==> src/rtl/rt_mem_preloader.sv <==
// rt_mem_preloader
//   Loads a boot image into port B of the racetrack/LiM dual-port RAM.
//   Words arrive on a valid/ready source. Each word is written to the next
//   word-aligned address. When verify is enabled, each word is then read back
//   and compared. A clean load raises fetch_enable_o so the core can start.
//
// Ports
//   clk, rst_n       clock, asynchronous active-low reset
//   start_i          start pulse, accepted only in IDLE, DONE or ERROR
//   base_addr_i      first byte address (sampled on start, word-aligned)
//   num_words_i      number of words to load (sampled on start)
//   verify_en_i      enable read-back compare (sampled on start)
//   src_valid_i      source handshake: valid
//   src_data_i       source handshake: data
//   src_ready_o      source handshake: ready
//   mem_en_o         port-B request
//   mem_we_o         port-B write enable
//   mem_be_o         port-B byte enables
//   mem_addr_o       port-B byte address
//   mem_wdata_o      port-B write data
//   mem_rdata_i      port-B read data
//   lim_block_o      forces the LiM function/range inputs to zero while busy
//   busy_o           a load is in progress
//   done_o           sticky: the last load completed
//   error_o          sticky: the last load stopped on a verify mismatch
//   err_addr_o       address of the failing word
//   fetch_enable_o   core fetch enable; sticky until reset
//   Every output is a flop.
module rt_mem_preloader #(
  parameter int DATA_WIDTH = 32,
  parameter int ADDR_WIDTH = 22,
  parameter int CNT_WIDTH  = 16,
  parameter int WR_LAT     = 4,
  parameter int RD_LAT     = 2
) (
  input  logic                    clk,
  input  logic                    rst_n,
  input  logic                    start_i,
  input  logic [ADDR_WIDTH-1:0]   base_addr_i,
  input  logic [CNT_WIDTH-1:0]    num_words_i,
  input  logic                    verify_en_i,
  input  logic                    src_valid_i,
  input  logic [DATA_WIDTH-1:0]   src_data_i,
  output logic                    src_ready_o,
  output logic                    mem_en_o,
  output logic                    mem_we_o,
  output logic [DATA_WIDTH/8-1:0] mem_be_o,
  output logic [ADDR_WIDTH-1:0]   mem_addr_o,
  output logic [DATA_WIDTH-1:0]   mem_wdata_o,
  input  logic [DATA_WIDTH-1:0]   mem_rdata_i,
  output logic                    lim_block_o,
  output logic                    busy_o,
  output logic                    done_o,
  output logic                    error_o,
  output logic [ADDR_WIDTH-1:0]   err_addr_o,
  output logic                    fetch_enable_o
);

  localparam int BE_W    = DATA_WIDTH / 8;
  localparam int LAT_MAX = (WR_LAT > RD_LAT) ? WR_LAT : RD_LAT;
  localparam int LAT_W   = $clog2(LAT_MAX + 1) + 1;

  localparam logic [ADDR_WIDTH-1:0] WORD_BYTES = ADDR_WIDTH'(BE_W);
  localparam logic [ADDR_WIDTH-1:0] ALIGN_MASK = ~ADDR_WIDTH'(BE_W - 1);
  localparam logic [LAT_W-1:0]      LAT_ONE    = {{(LAT_W-1){1'b0}}, 1'b1};
  localparam logic [LAT_W-1:0]      WR_LAST    = LAT_W'(WR_LAT - 1);
  localparam logic [LAT_W-1:0]      RD_LAST    = LAT_W'(RD_LAT - 1);
  localparam logic [CNT_WIDTH-1:0]  CNT_ONE    = {{(CNT_WIDTH-1){1'b0}}, 1'b1};

  // VERIFY is split into a one-cycle request and an RD_LAT-cycle wait.
  typedef enum logic [2:0] {
    ST_IDLE    = 3'd0,
    ST_LOAD    = 3'd1,
    ST_WRITE   = 3'd2,
    ST_RD_REQ  = 3'd3,
    ST_RD_WAIT = 3'd4,
    ST_NEXT    = 3'd5,
    ST_DONE    = 3'd6,
    ST_ERROR   = 3'd7
  } state_e;

  state_e                  state_r;
  state_e                  state_nxt_s;
  logic                    start_ok_s;
  logic                    accept_s;
  logic                    mismatch_s;
  logic [LAT_W-1:0]        lat_cnt_r;
  logic [ADDR_WIDTH-1:0]   addr_r;
  logic [CNT_WIDTH-1:0]    remaining_r;
  logic [DATA_WIDTH-1:0]   data_r;
  logic                    verify_r;
  logic [ADDR_WIDTH-1:0]   err_addr_r;
  logic                    src_ready_r;
  logic                    mem_en_r;
  logic                    mem_we_r;
  logic [BE_W-1:0]         mem_be_r;
  logic                    busy_r;
  logic                    done_r;
  logic                    error_r;
  logic                    fetch_en_r;

  // Next-state logic and the per-cycle control strobes.
  always_comb begin
    state_nxt_s = state_r;
    start_ok_s  = 1'b0;
    accept_s    = 1'b0;
    mismatch_s  = 1'b0;
    case (state_r)
      ST_IDLE, ST_DONE, ST_ERROR: begin
        if (start_i) begin
          start_ok_s  = 1'b1;
          state_nxt_s = (num_words_i == '0) ? ST_DONE : ST_LOAD;
        end else begin
          state_nxt_s = state_r;
        end
      end
      ST_LOAD: begin
        // src_ready_o is high for exactly the cycles spent in LOAD.
        if (src_valid_i) begin
          accept_s    = 1'b1;
          state_nxt_s = ST_WRITE;
        end else begin
          state_nxt_s = ST_LOAD;
        end
      end
      ST_WRITE: begin
        if (lat_cnt_r == WR_LAST) begin
          state_nxt_s = verify_r ? ST_RD_REQ : ST_NEXT;
        end else begin
          state_nxt_s = ST_WRITE;
        end
      end
      ST_RD_REQ: begin
        state_nxt_s = ST_RD_WAIT;
      end
      ST_RD_WAIT: begin
        // The last wait cycle is the RD_LAT-th cycle after the request.
        if (lat_cnt_r == RD_LAST) begin
          if (mem_rdata_i != data_r) begin
            mismatch_s  = 1'b1;
            state_nxt_s = ST_ERROR;
          end else begin
            state_nxt_s = ST_NEXT;
          end
        end else begin
          state_nxt_s = ST_RD_WAIT;
        end
      end
      ST_NEXT: begin
        state_nxt_s = (remaining_r == CNT_ONE) ? ST_DONE : ST_LOAD;
      end
      default: begin
        state_nxt_s = ST_IDLE;
      end
    endcase
  end

  // State register.
  always_ff @(posedge clk or negedge rst_n) begin
    if (!rst_n) begin
      state_r <= ST_IDLE;
    end else begin
      state_r <= state_nxt_s;
    end
  end

  // Latency counter. It restarts on every state change and counts only in the timed states.
  always_ff @(posedge clk or negedge rst_n) begin
    if (!rst_n) begin
      lat_cnt_r <= '0;
    end else if (state_nxt_s != state_r) begin
      lat_cnt_r <= '0;
    end else if ((state_r == ST_WRITE) || (state_r == ST_RD_WAIT)) begin
      lat_cnt_r <= lat_cnt_r + LAT_ONE;
    end else begin
      lat_cnt_r <= lat_cnt_r;
    end
  end

  // Load context: address, word count, latched data, verify mode and error address.
  always_ff @(posedge clk or negedge rst_n) begin
    if (!rst_n) begin
      addr_r      <= '0;
      remaining_r <= '0;
      data_r      <= '0;
      verify_r    <= 1'b0;
      err_addr_r  <= '0;
    end else begin
      if (start_ok_s) begin
        addr_r      <= base_addr_i & ALIGN_MASK;
        remaining_r <= num_words_i;
        verify_r    <= verify_en_i;
        err_addr_r  <= '0;
      end else if (state_r == ST_NEXT) begin
        // The address wraps naturally at 2**ADDR_WIDTH.
        addr_r      <= addr_r + WORD_BYTES;
        remaining_r <= remaining_r - CNT_ONE;
      end else if (mismatch_s) begin
        err_addr_r  <= addr_r;
      end
      if (accept_s) begin
        data_r <= src_data_i;
      end
    end
  end

  // Output flops are loaded from the next state, so every output tracks the state it belongs to.
  always_ff @(posedge clk or negedge rst_n) begin
    if (!rst_n) begin
      src_ready_r <= 1'b0;
      mem_en_r    <= 1'b0;
      mem_we_r    <= 1'b0;
      mem_be_r    <= '0;
      busy_r      <= 1'b0;
      done_r      <= 1'b0;
      error_r     <= 1'b0;
      fetch_en_r  <= 1'b0;
    end else begin
      src_ready_r <= (state_nxt_s == ST_LOAD);
      mem_en_r    <= (state_nxt_s == ST_WRITE) || (state_nxt_s == ST_RD_REQ);
      mem_we_r    <= (state_nxt_s == ST_WRITE);
      mem_be_r    <= (state_nxt_s == ST_WRITE) ? '1 : '0;
      busy_r      <= (state_nxt_s == ST_LOAD)   || (state_nxt_s == ST_WRITE) ||
                     (state_nxt_s == ST_RD_REQ) || (state_nxt_s == ST_RD_WAIT) ||
                     (state_nxt_s == ST_NEXT);
      done_r      <= (state_nxt_s == ST_DONE);
      error_r     <= (state_nxt_s == ST_ERROR);
      // Only reset clears fetch enable. A later start does not.
      fetch_en_r  <= fetch_en_r | (state_nxt_s == ST_DONE);
    end
  end

  assign src_ready_o    = src_ready_r;
  assign mem_en_o       = mem_en_r;
  assign mem_we_o       = mem_we_r;
  assign mem_be_o       = mem_be_r;
  assign mem_addr_o     = addr_r;
  assign mem_wdata_o    = data_r;
  assign lim_block_o    = busy_r;
  assign busy_o         = busy_r;
  assign done_o         = done_r;
  assign error_o        = error_r;
  assign err_addr_o     = err_addr_r;
  assign fetch_enable_o = fetch_en_r;

endmodule

==> config.mk <==
export PLATFORM = sky130hd
export DESIGN_NAME = rt_mem_preloader
export DESIGN_NICKNAME = d
export VERILOG_FILES = /design/src/rtl/rt_mem_preloader.sv
export SDC_FILE = /design/constraint.sdc
export NUM_CORES = 1
export LEC_CHECK = 0
export CORE_MARGIN = 3
export CORE_UTILIZATION = 23
export CTS_BUF_LIST = sky130_fd_sc_hd__clkbuf_16
export CTS_CLUSTER_DIAMETER = 60
export CTS_CLUSTER_SIZE = 8
export DETAILED_ROUTE_END_ITERATION = 10
export RECOVER_POWER = 25
export SKIP_CTS_REPAIR_TIMING = 1
export SLEW_MARGIN = 40
export SYNTH_ARGS = -nofsm -noshare
export SYNTH_HDL_FRONTEND = slang
export SYNTH_SLANG_ARGS = --single-unit
export TNS_END_PERCENT = 1
==> constraint.sdc <==
create_clock -name clk -period 2.1 [get_ports clk]
set_input_delay 0.21 -clock clk [delete_from_list [all_inputs] [get_ports clk]]
set_output_delay 0.21 -clock clk [all_outputs]
set_load 0.005 [all_outputs]
==> flow_summary.yaml <==
power:
  vdd.ir_drop.worst_mv: 0.427
  power_report.internal_total_w: 0.00687
  power_w: 0.0109
  share_seq_of_total_power: 0.343
  pwr-share-comb: 0.503
  clockPowerShare: 0.153
  p_leak_nw: 3.27
  p_sw_frac: 0.370
  power.switching_w: 0.00404
  power_density_mw_per_mm2: 1310
synth:
  synthDistinctLibCells: 61
  synth_cells: 536
  postSynthAreaPerCell_sq_um: 9.98
  synth_area_sq_mm: 0.00535
  yosys_register_bits: 104
  yosysWarningCount: 0
  synth-main-ff-cell: "dfrtp_1"
  synthArstFlopShare: 1.00
  fraction_of_the_yosys_area_taken_by_sequential_cells: 0.487
  synth_enable_flop_cells: 0
timing:
  timing.final.hold_violations: 0
  timing.hold.ws_ns: 0.399
  clock_period_minus_final_worst_setup_slack_ns: 2.15
  final_max_slew_viol_count: 0
  grt_setup_unrepaired: "true"
  slew_headroom: 0.295
  fin_ws_ns: -0.0539
  timing.final.crit_share: 1.03
  fin_skew_ns: 0.0107
  setup-violations-final: 3
  maximum_clock_frequency_ghz: 0.464
  worstMarginPinSlew_ns: 1.06
  setup-tns-final_ns: -0.125
critical_path:
  wp_buf_inv: 0
  crit_path_cell_trace: "or4_4 -> nor4_4 -> o22a_2 -> nand3_4 -> xnor2_2 -> a2111oi_2"
  path_class: "flop to flop"
  critical_path_arrival_ns: 2.39
  critical_path.slowest_cell: "or4_4"
  critPathMaxFanout: 4
  critical_path.max_stage_delay_ns: 0.57
  setup.worst_path.start_class: "flop"
  critPathCaptureType: "flop"
  cp_top_family: "simple AND/OR/NAND/NOR gates"
  cp_data_required_time_ns: 2.34
global_routing:
  grt_start_max_net_pins: 42
  track_usage: 0.133
  initial_antenna_violation_count: 0
  first_global_vias: 4853
  grt_overflow_total: 0
  grt_first_pass_wirelength_microns: 26100
final_layout:
  fin_cells: 1081
  finalInstanceArea_sq_mm: 0.00832
  final_cell_mix: "189 x clkdlybuf4s50_1, 102 x dfrtp_1, 93 x nand2_1, 52 x buf_4, 45 x o21ai_0"
  most_common_cell_after_layout_fill_and_taps_aside: "clkdlybuf4s50_1"
  area_growth_pct: 55.6
  drive_gt1_frac: 0.175
  number_of_nets_at_the_end_of_the_flow: 874
place:
  dpl.cell_count: 1059
  io_buffer_count: 190
  gp_congestion: 0.820
  detailed_place.area_sq_mm: 0.00797
  post-dp-hpwl_microns: 12700
clock_tree:
  cts_tree: "yes"
  cts_root_buf: "clkbuf_16"
  clock_insertion_delay_at_the_later_pin_of_the_skew_report_ns: 0.35
  clock_tree.htree_level_count: 3
  clock_sinks: 104
  cts-buffers-inserted: 9
  cts-root-to-sink-buffers: 2
  cts.clk_slew.worst_paths_ns: 0.08
die:
  coreArea_sq_mm: 0.0228
  die-height_microns: 159
  initial_core_util: 0.235
  design.die.area_sq_mm: 0.0251
  io_pins: 195
  rows: 55
  die_width_microns: 159
drt:
  drt_drc_violations_left: 0
  vias_per_cell: 4.44
  drt-pass1-iter-count: 4
  route.final.wire_length_microns: 16800
  vias: 4799
  detail_route.wl_per_cell_microns: 15.5
  ant_nets: 0
  dr.first_iter.drc_count: 186
min_path:
  worst_hold_path_type: "primary input to flop"
run:
  max-cap-violations: 0
status:
  failed_checks: "setup timing"
  status: "complete, but fails checks"
-- power groups by stage --
stage,clock [W],sequential (W),combinational (W)
after floorplan,0,0.00367,0.00261
after global placement,0,0.00375,0.00538
after detailed placement,0,0.00377,0.00543
after CTS,0.00176,0.00374,0.00545
after global routing,0.00186,0.00389,0.00606
final,0.00167,0.00374,0.00549
-- worst reg2reg max path, delay by kind of cell (launching register included) --
kind,cells,cell delay (ns)
and+or+nand+nor,3,1.00
AOI/OAI and AO/OA,2,0.48
DFF,1,0.38
xor gates and xnor gates,1,0.18
-- final cells by class --
class | count | area, sq um
Fill cell | 2318 | 14500
Sequential cell | 104 | 2610
Timing Repair Buffer | 249 | 2390
Inverter | 6 | 22.5
Antenna cell | 1 | 2.50
Multi-Input combinational cell | 392 | 2620
Clock buffer | 9 | 225
Clock inverter | 7 | 66.3
Tap cell | 313 | 392
-- registers in the layout, indices dropped and copies added, names as in the netlist --
signal / count
error_o: 1
mem_en_o: 1
mem_be_o: 1
busy_o: 1
src_ready_o: 1
done_o: 1
err_addr_o: 21
mem_addr_o: 20
mem_wdata_o: 32
lat_cnt_r: 4
verify_r: 1
state_r: 3
remaining_r: 16
fetch_enable_o: 1
-- metal layers --
layer | wire length (microns) | GRT usage | part of all wire | up-vias
met5 | 0 | 0 | 0 | -
met4 | 189 | 0.0361 | 0.011 | 0
met3 | 1430 | 0.0424 | 0.085 | 14
met2 | 7830 | 0.220 | 0.47 | 160
met1 | 7340 | 0.169 | 0.44 | 2250
li1 | - | - | - | 2375
-- through the flow --
step                setup WS [ns]   util
finish                    -0.0539  0.365
global route               -0.165  0.365
CTS                        -0.181  0.363
detailed placement         -0.155  0.350
global placement           -0.118  0.350
floorplan                 -0.0428      -
-- Yosys cell counts (4+ instances only) --
cell      number  area [sq um]
a21oi_1       12          60.1
a221o_1        9          90.1
and3_1         6          37.5
buf_2          8          40.0
buf_4          8          60.1
clkbuf_1      16          60.1
dfrtp_1      104          2600
ha_1           5          62.6
inv_1          6          22.5
mux2_2        32           360
nand2_1       93           349
nand2b_1       5          31.3
nand3_1       12          60.1
nand4_1       14          87.6
nor2_1        23          86.3
nor3_1        11          55.1
nor4_1         7          43.8
o211ai_1       9          67.6
o21ai_0       45           225
o311ai_0       7          61.3
or3_1          4          25.0
xnor2_1       33           289
xor2_1        10          87.6
-- worst paths after layout --
| kind | start | to | slack [ns] | cells after the start |
|---|---|---|---|---|
| max in group asynchronous | rst_n | state_r[0] | 0.42 | 3 |
| max | remaining_r[4] | lat_cnt_r[1] | -0.05 | 6 |
| min reg2reg | fetch_enable_o | fetch_enable_o | 0.49 | 1 |
| min in group asynchronous | rst_n | err_addr_o[14] | 0.57 | 2 |
| min | base_addr_i[20] | mem_addr_o[20] | 0.40 | 3 |
| max reg2reg | remaining_r[4] | lat_cnt_r[1] | -0.05 | 6 |
-- cell families (layout without fill, tap and decap cells) --
logic type / after synthesis / in the layout / share of synthesized area
xor+xnor: 44 / 44 / 0.0735
compound gates: 109 / 109 / 0.136
mux: 33 / 33 / 0.0692
flops: 104 / 104 / 0.487
simple gates: 199 / 199 / 0.186
buf+inv: 41 / 271 / 0.0363
fa+ha+maj: 5 / 5 / 0.0117
other cells: 1 / 3 / 0.000701
No activity file was read; power rests on OpenSTA's default activity.
